--- config.mk ---
export PLATFORM = sky130hd
export DESIGN_NAME = i2s_tx_flat
export DESIGN_NICKNAME = d
export VERILOG_FILES = /design/src/rtl/i2s_pkg.sv /design/src/rtl/i2s_tx_if.sv /design/src/rtl/i2s_clkgen.sv /design/src/rtl/i2s_tx.sv /design/src/flat_wrapper.sv
export SDC_FILE = /design/constraint.sdc
export NUM_CORES = 1
export LEC_CHECK = 0
export ABC_CLOCK_PERIOD_IN_PS = 2700
export BUFFER_PORTS_ARGS = -buffer_cell sky130_fd_sc_hd__buf_2
export CAP_MARGIN = 15
export CORE_MARGIN = 5
export CORE_UTILIZATION = 50
export CTS_BUF_LIST = sky130_fd_sc_hd__clkbuf_16
export DETAILED_ROUTE_END_ITERATION = 8
export GPL_ROUTABILITY_DRIVEN = 0
export PLACE_DENSITY_LB_ADDON = 0.3
export SLEW_MARGIN = 5
export SYNTH_ARGS = -nofsm -noshare
export SYNTH_HDL_FRONTEND = slang
export SYNTH_SLANG_ARGS = --single-unit
--- constraint.sdc ---
create_clock -name clk_in -period 2.7 [get_ports clk_in]
set_input_delay 0.54 -clock clk_in [delete_from_list [all_inputs] [get_ports clk_in]]
set_output_delay 0.54 -clock clk_in [all_outputs]
set_load 0.02 [all_outputs]
--- src/rtl/i2s_pkg.sv ---
// Shared frame geometry for the I2S transmitter: 64-bit frames made of two 32-bit slots.
package i2s_pkg;

    localparam int FRAME_BITS = 64;
    localparam int SLOT_BITS  = 32;
    localparam int BIT_CNT_W  = $clog2(FRAME_BITS);

    typedef logic [BIT_CNT_W-1:0] bit_cnt_t;

    localparam bit_cnt_t LAST_BIT = bit_cnt_t'(FRAME_BITS - 1);

endpackage

--- src/rtl/i2s_tx_if.sv ---
// Sample-pair handshake between a sample source (master) and the I2S transmitter (slave).
interface i2s_tx_if #(
    parameter int DATA_W = 16
);

    logic [DATA_W-1:0] sample_left;
    logic [DATA_W-1:0] sample_right;
    logic              sample_valid;
    logic              sample_ready;

    modport master (
        output sample_left,
        output sample_right,
        output sample_valid,
        input  sample_ready
    );

    modport slave (
        input  sample_left,
        input  sample_right,
        input  sample_valid,
        output sample_ready
    );

endinterface

--- src/rtl/i2s_clkgen.sv ---
// Bit-clock and word-select generator: divides clk_in down to sclk and tracks the bit position in the frame.
module i2s_clkgen
    import i2s_pkg::*;
#(
    parameter int SCLK_DIV = 4
) (
    input  logic     clk_in,
    input  logic     reset,
    output logic     sclk,
    output logic     lrck,
    output bit_cnt_t bit_cnt,
    output logic     fall_tick,
    output logic     load_tick
);

    localparam int               DIV_W    = $clog2(SCLK_DIV);
    localparam logic [DIV_W-1:0] DIV_LAST = DIV_W'(SCLK_DIV - 1);
    localparam logic [DIV_W-1:0] DIV_HALF = DIV_W'(SCLK_DIV / 2);

    logic [DIV_W-1:0] div_cnt_q, div_cnt_d;
    bit_cnt_t         bit_cnt_q, bit_cnt_d;
    logic             sclk_q, sclk_d;
    logic             lrck_q, lrck_d;

    // sclk and lrck are derived from the next counter values so the
    // registered outputs line up exactly with the counters they describe.
    always_comb begin
        fall_tick = (div_cnt_q == DIV_LAST);
        load_tick = fall_tick && (bit_cnt_q == LAST_BIT);
        div_cnt_d = fall_tick ? '0 : div_cnt_q + DIV_W'(1);
        bit_cnt_d = fall_tick ? bit_cnt_q + bit_cnt_t'(1) : bit_cnt_q;
        sclk_d    = (div_cnt_d >= DIV_HALF);
        lrck_d    = (int'(bit_cnt_d) >= SLOT_BITS);
    end

    always_ff @(posedge clk_in) begin
        if (reset) begin
            div_cnt_q <= '0;
            bit_cnt_q <= '0;
            sclk_q    <= 1'b0;
            lrck_q    <= 1'b0;
        end else begin
            div_cnt_q <= div_cnt_d;
            bit_cnt_q <= bit_cnt_d;
            sclk_q    <= sclk_d;
            lrck_q    <= lrck_d;
        end
    end

    assign sclk    = sclk_q;
    assign lrck    = lrck_q;
    assign bit_cnt = bit_cnt_q;

endmodule

--- src/rtl/i2s_tx.sv ---
// I2S transmitter: holding register + shadow pair, serialised MSB first with the I2S one-bit delay.
// Define I2S_TX_UNDERRUN_MUTE_EN to send silence on underrun instead of repeating the last pair.
module i2s_tx
    import i2s_pkg::*;
#(
    parameter int SCLK_DIV = 4,
    parameter int DATA_W   = 16
) (
    input  logic     clk_in,
    input  logic     reset,
    i2s_tx_if.slave  smp,
    input  logic     underrun_clr,
    output logic     underrun,
    output logic     sclk,
    output logic     lrck,
    output logic     sdata
);

    logic     fall_tick;
    logic     load_tick;
    bit_cnt_t bit_cnt;
    bit_cnt_t bit_nxt;

    i2s_clkgen #(
        .SCLK_DIV (SCLK_DIV)
    ) u_clkgen (
        .clk_in    (clk_in),
        .reset     (reset),
        .sclk      (sclk),
        .lrck      (lrck),
        .bit_cnt   (bit_cnt),
        .fall_tick (fall_tick),
        .load_tick (load_tick)
    );

    logic [DATA_W-1:0] hold_left_q, hold_left_d;
    logic [DATA_W-1:0] hold_right_q, hold_right_d;
    logic [DATA_W-1:0] shadow_left_q, shadow_left_d;
    logic [DATA_W-1:0] shadow_right_q, shadow_right_d;
    logic              full_q, full_d;
    logic              underrun_q, underrun_d;
    logic              sdata_q, sdata_d;
    logic              accept;
    logic [DATA_W-1:0] left_sh;
    logic [DATA_W-1:0] right_sh;

    always_comb begin
        accept         = smp.sample_valid && !full_q;
        hold_left_d    = hold_left_q;
        hold_right_d   = hold_right_q;
        shadow_left_d  = shadow_left_q;
        shadow_right_d = shadow_right_q;
        full_d         = full_q;
        underrun_d     = underrun_q;
        sdata_d        = sdata_q;
        bit_nxt        = bit_cnt + bit_cnt_t'(1);
        left_sh        = shadow_left_q << (bit_nxt - bit_cnt_t'(1));
        right_sh       = shadow_right_q << (bit_nxt - bit_cnt_t'(SLOT_BITS + 1));

        // Clear first so a same-cycle underrun event overrides it.
        if (underrun_clr) begin
            underrun_d = 1'b0;
        end

        if (load_tick) begin
            if (full_q) begin
                shadow_left_d  = hold_left_q;
                shadow_right_d = hold_right_q;
                full_d         = 1'b0;
            end else begin
                underrun_d = 1'b1;
`ifdef I2S_TX_UNDERRUN_MUTE_EN
                shadow_left_d  = '0;
                shadow_right_d = '0;
`endif
            end
        end

        // An accept can only coincide with load_tick when empty, so it
        // always lands in the holding register for the following frame.
        if (accept) begin
            hold_left_d  = smp.sample_left;
            hold_right_d = smp.sample_right;
            full_d       = 1'b1;
        end

        if (fall_tick) begin
            if (int'(bit_nxt) >= 1 && int'(bit_nxt) <= DATA_W) begin
                sdata_d = left_sh[DATA_W-1];
            end else if (int'(bit_nxt) >= SLOT_BITS + 1 && int'(bit_nxt) <= SLOT_BITS + DATA_W) begin
                sdata_d = right_sh[DATA_W-1];
            end else begin
                sdata_d = 1'b0;
            end
        end
    end

    always_ff @(posedge clk_in) begin
        if (reset) begin
            hold_left_q    <= '0;
            hold_right_q   <= '0;
            shadow_left_q  <= '0;
            shadow_right_q <= '0;
            full_q         <= 1'b0;
            underrun_q     <= 1'b0;
            sdata_q        <= 1'b0;
        end else begin
            hold_left_q    <= hold_left_d;
            hold_right_q   <= hold_right_d;
            shadow_left_q  <= shadow_left_d;
            shadow_right_q <= shadow_right_d;
            full_q         <= full_d;
            underrun_q     <= underrun_d;
            sdata_q        <= sdata_d;
        end
    end

    assign smp.sample_ready = !full_q;
    assign underrun         = underrun_q;
    assign sdata            = sdata_q;

endmodule

--- src/flat_wrapper.sv ---
// flat-port wrapper written by rule: the top's interface ports become plain ports
module i2s_tx_flat import i2s_pkg::*;
#(
    parameter int SCLK_DIV = 4,
    parameter int DATA_W   = 16
)
  (clk_in, reset, underrun_clr, underrun, sclk, lrck, sdata, smp_sample_left, smp_sample_right, smp_sample_valid, smp_sample_ready);
  i2s_tx_if #(.DATA_W(DATA_W)) smp_i ();
  input  logic clk_in;
  input  logic reset;
  input  logic underrun_clr;
  output logic underrun;
  output logic sclk;
  output logic lrck;
  output logic sdata;
  input wire logic [$bits(smp_i.sample_left)-1:0] smp_sample_left;
  input wire logic [$bits(smp_i.sample_right)-1:0] smp_sample_right;
  input wire logic [$bits(smp_i.sample_valid)-1:0] smp_sample_valid;
  output wire logic [$bits(smp_i.sample_ready)-1:0] smp_sample_ready;
  assign smp_i.sample_left = smp_sample_left;
  assign smp_i.sample_right = smp_sample_right;
  assign smp_i.sample_valid = smp_sample_valid;
  assign smp_sample_ready = smp_i.sample_ready;
  i2s_tx #(.SCLK_DIV(SCLK_DIV), .DATA_W(DATA_W)) u_core (.clk_in(clk_in), .reset(reset), .smp(smp_i), .underrun_clr(underrun_clr), .underrun(underrun), .sclk(sclk), .lrck(lrck), .sdata(sdata));
endmodule
==> impl_metrics.env <==
export IMPL_status="finished clean"
export IMPL_synthFlopType="dfxtp_1"
export IMPL_whs_ps=442
export IMPL_max_freq_mhz=400
export IMPL_synth_cell_types=33
export IMPL_power_leakage_nw=1.37
export IMPL_holdBufCountCts=0
export IMPL_cp_cell_sequence="inv_1 > ha_1 > nor3_1 > a31o_1 > a221o_1 > a2bb2oi_1 > o31ai_1 > nand3_1"
export IMPL_root_buffer="clkbuf_16"
export IMPL_pre_cts_slack_ps=244
export IMPL_timing_final_hold_violations=0
export IMPL_slowest_stage="dfxtp_1"
export IMPL_cts_setup_buffers=0
export IMPL_drc=0
export IMPL_synth_area_um2=3140
export IMPL_antenna_found_initial=0
export IMPL_start_kind="flip-flop"
export IMPL_async_flop_share=0
export IMPL_path_buf_inv=1
export IMPL_post_route_min_period_ps=2500
export IMPL_ctsResizeCount=0
export IMPL_cts_buffer_depth=2
export IMPL_row_count=28
export IMPL_place_area_um2=3380
export IMPL_routedWlPerCell_um=13.1
export IMPL_die_area_um2=7970
export IMPL_port_buffers=40
export IMPL_relSlewSlack=0.500
export IMPL_multi_input_area_um2=1470
export IMPL_die_x_um=89.3
export IMPL_clock_sinks=76
export IMPL_ys_warnings_count=0
export IMPL_slew_viol_final=0
export IMPL_worst_slack_ps=203
export IMPL_netlist_instances=386
export IMPL_ios=41
export IMPL_gr_total_overflow=0
export IMPL_dr_pass1_iters=4
export IMPL_worstPathRequired_ps=2900
export IMPL_setup_viol=0
export IMPL_fin_skew_ps=9.25
export IMPL_grt_pass1_wl_um=11100
export IMPL_drt_total_wl_um=6500
export IMPL_layout_drive_gt1_share=0.180
export IMPL_synthesis_nets=426
export IMPL_grt_max_degree=77
export IMPL_yosysSeqAreaShare=0.484
export IMPL_slowest_delay_ps=520
export IMPL_htree_levels=3
export IMPL_rsz0062_at_grt="no"
export IMPL_place_hpwl_um=4360
export IMPL_stdcell_area_um2=3630
export IMPL_antenna_cells=0
export IMPL_syn_mean_instance_area_um2=8.14
export IMPL_clk_pin_slew_worst_paths_ps=60
export IMPL_area_growth_synth_to_final_pct=15.6
export IMPL_start_util=0.521
export IMPL_synth_edf_count=0
export IMPL_p_per_area_nw_per_um2=645
export IMPL_nNetsFinal=459
export IMPL_cp_arrival_ps=2700
export IMPL_fillers=558
export IMPL_seqCellArea_um2=1520
export IMPL_total_power_w=0.00234
export IMPL_tightestPinTransition_ps=751
export IMPL_critPathTopFamily="compound AO/OA/AOI/OAI gates"
export IMPL_path_class="reg -> reg"
export IMPL_min_period_over_period=0.925
export IMPL_clk_latency_ps=330
export IMPL_cts_tree="done"
export IMPL_vias=2628
export IMPL_grtUsageTotal=0.180
export IMPL_cts_buffers=9
export IMPL_die_h_um=89.3
export IMPL_hold_path_class="reg -> reg"
export IMPL_grt_pass1_vias=2489
export IMPL_core_area_um2=6030
export IMPL_end_kind="flip-flop"
export IMPL_peakVddDrop_mv=0.364
export IMPL_synth_seq_cells=76
export IMPL_viasPerCell=5.28
export IMPL_tns_ps=0
export IMPL_worst_path_max_fanout=10
export IMPL_drtAntennaViolNets=0
export IMPL_drt_iter0_drc=166
export IMPL_drv_cap=0
-- cell type report --
class | count | area share
Clock inverter | 6 | 0.00724
Timing Repair Buffer | 50 | 0.0758
Sequential cell | 76 | 0.419
Inverter | 4 | 0.00414
Multi-Input combinational cell | 278 | 0.406
Tap cell | 75 | 0.0258
Clock buffer | 9 | 0.0620
-- cell usage after synthesis, types with 3 or more instances --
cell type | number | area [µm²]
mux4_2 | 7 | 158
nor2_1 | 14 | 52.6
a21oi_1 | 68 | 340
nand2_1 | 142 | 533
ha_1 | 4 | 50.1
xor2_1 | 5 | 43.8
inv_1 | 4 | 15.0
nor3_1 | 7 | 35.0
nor2b_1 | 3 | 18.8
dfxtp_1 | 76 | 1520
nand4_1 | 4 | 25.0
buf_6 | 3 | 33.8
nand3_1 | 4 | 20.0
clkbuf_1 | 17 | 63.8
buf_2 | 6 | 30.0
-- worst paths after layout --
path	startpoint	to	slack, ps	cells after the start
worst max-delay path	u_core.u_clkgen.bit_cnt[1]	u_core.sdata	200	8
worst max register to register	u_core.u_clkgen.bit_cnt[1]	u_core.sdata	200	8
worst min register to register	u_core.u_clkgen.div_cnt_q[0]	u_core.u_clkgen.div_cnt_q[0]	440	1
worst min-delay path	u_core.u_clkgen.div_cnt_q[0]	u_core.u_clkgen.div_cnt_q[0]	440	1
-- per-stage QoR --
| step | instances | util |
|---|---|---|
| floorplan | 386 | - |
| global placement | 483 | 0.561 |
| detailed placement | 483 | 0.561 |
| CTS | 498 | 0.603 |
| global route | 498 | 0.603 |
| finish | 498 | 0.603 |
-- state kept, by name, indices dropped and copies added (netlist names) --
name and flops:
u_core.full_q 1, u_core.hold_left_q 16, u_core.hold_right_q 16, u_core.sdata 1
u_core.shadow_left_q 16, u_core.shadow_right_q 16, u_core.u_clkgen.bit_cnt 6, u_core.u_clkgen.div_cnt_q 2
u_core.u_clkgen.lrck 1, u_core.underrun 1
-- report_power, final --
group	switching, W	internal (W)	leakage [nW]
clock	0.000416	0.000600	0.139
sequential	0.0000169	0.00116	0.618
combinational	0.0000911	0.0000631	0.618
total	0.000524	0.00182	1.37
-- layout by cell type (no fill, tap or decap), types with 2 or more instances in the layout --
master,n
nand2_1,142
ha_1,4
inv_1,7
a21oi_1,68
nor2b_1,2
nor2_1,14
nand3_1,4
clkinv_2,3
a2bb2oi_1,2
clkbuf_16,9
nand4_1,4
nand2b_1,2
mux4_2,7
o31ai_1,2
xor2_1,5
dfxtp_1,76
xnor2_1,2
buf_2,40
buf_4,10
nor3_1,6
-- kinds of logic after synthesis --
group | count (synthesis) | synth area share
xor gates and xnor gates | 7 | 0.0195
muxes | 9 | 0.0613
and+or+nand+nor | 180 | 0.235
adders and majority gates | 4 | 0.0159
buffers and inverters | 32 | 0.0490
DFF | 76 | 0.484
AOI/OAI and AO/OA | 78 | 0.135
-- metal layers --
metal	up-vias	GRT usage	wire length, µm	share of wire
met3	15	0.0571	236	0.036
met5	-	0	0	0
met4	0	0.0880	163	0.025
met1	1231	0.219	3020	0.46
li1	1341	-	-	-
met2	41	0.289	3080	0.47
(Power assumes the default switching activity.)
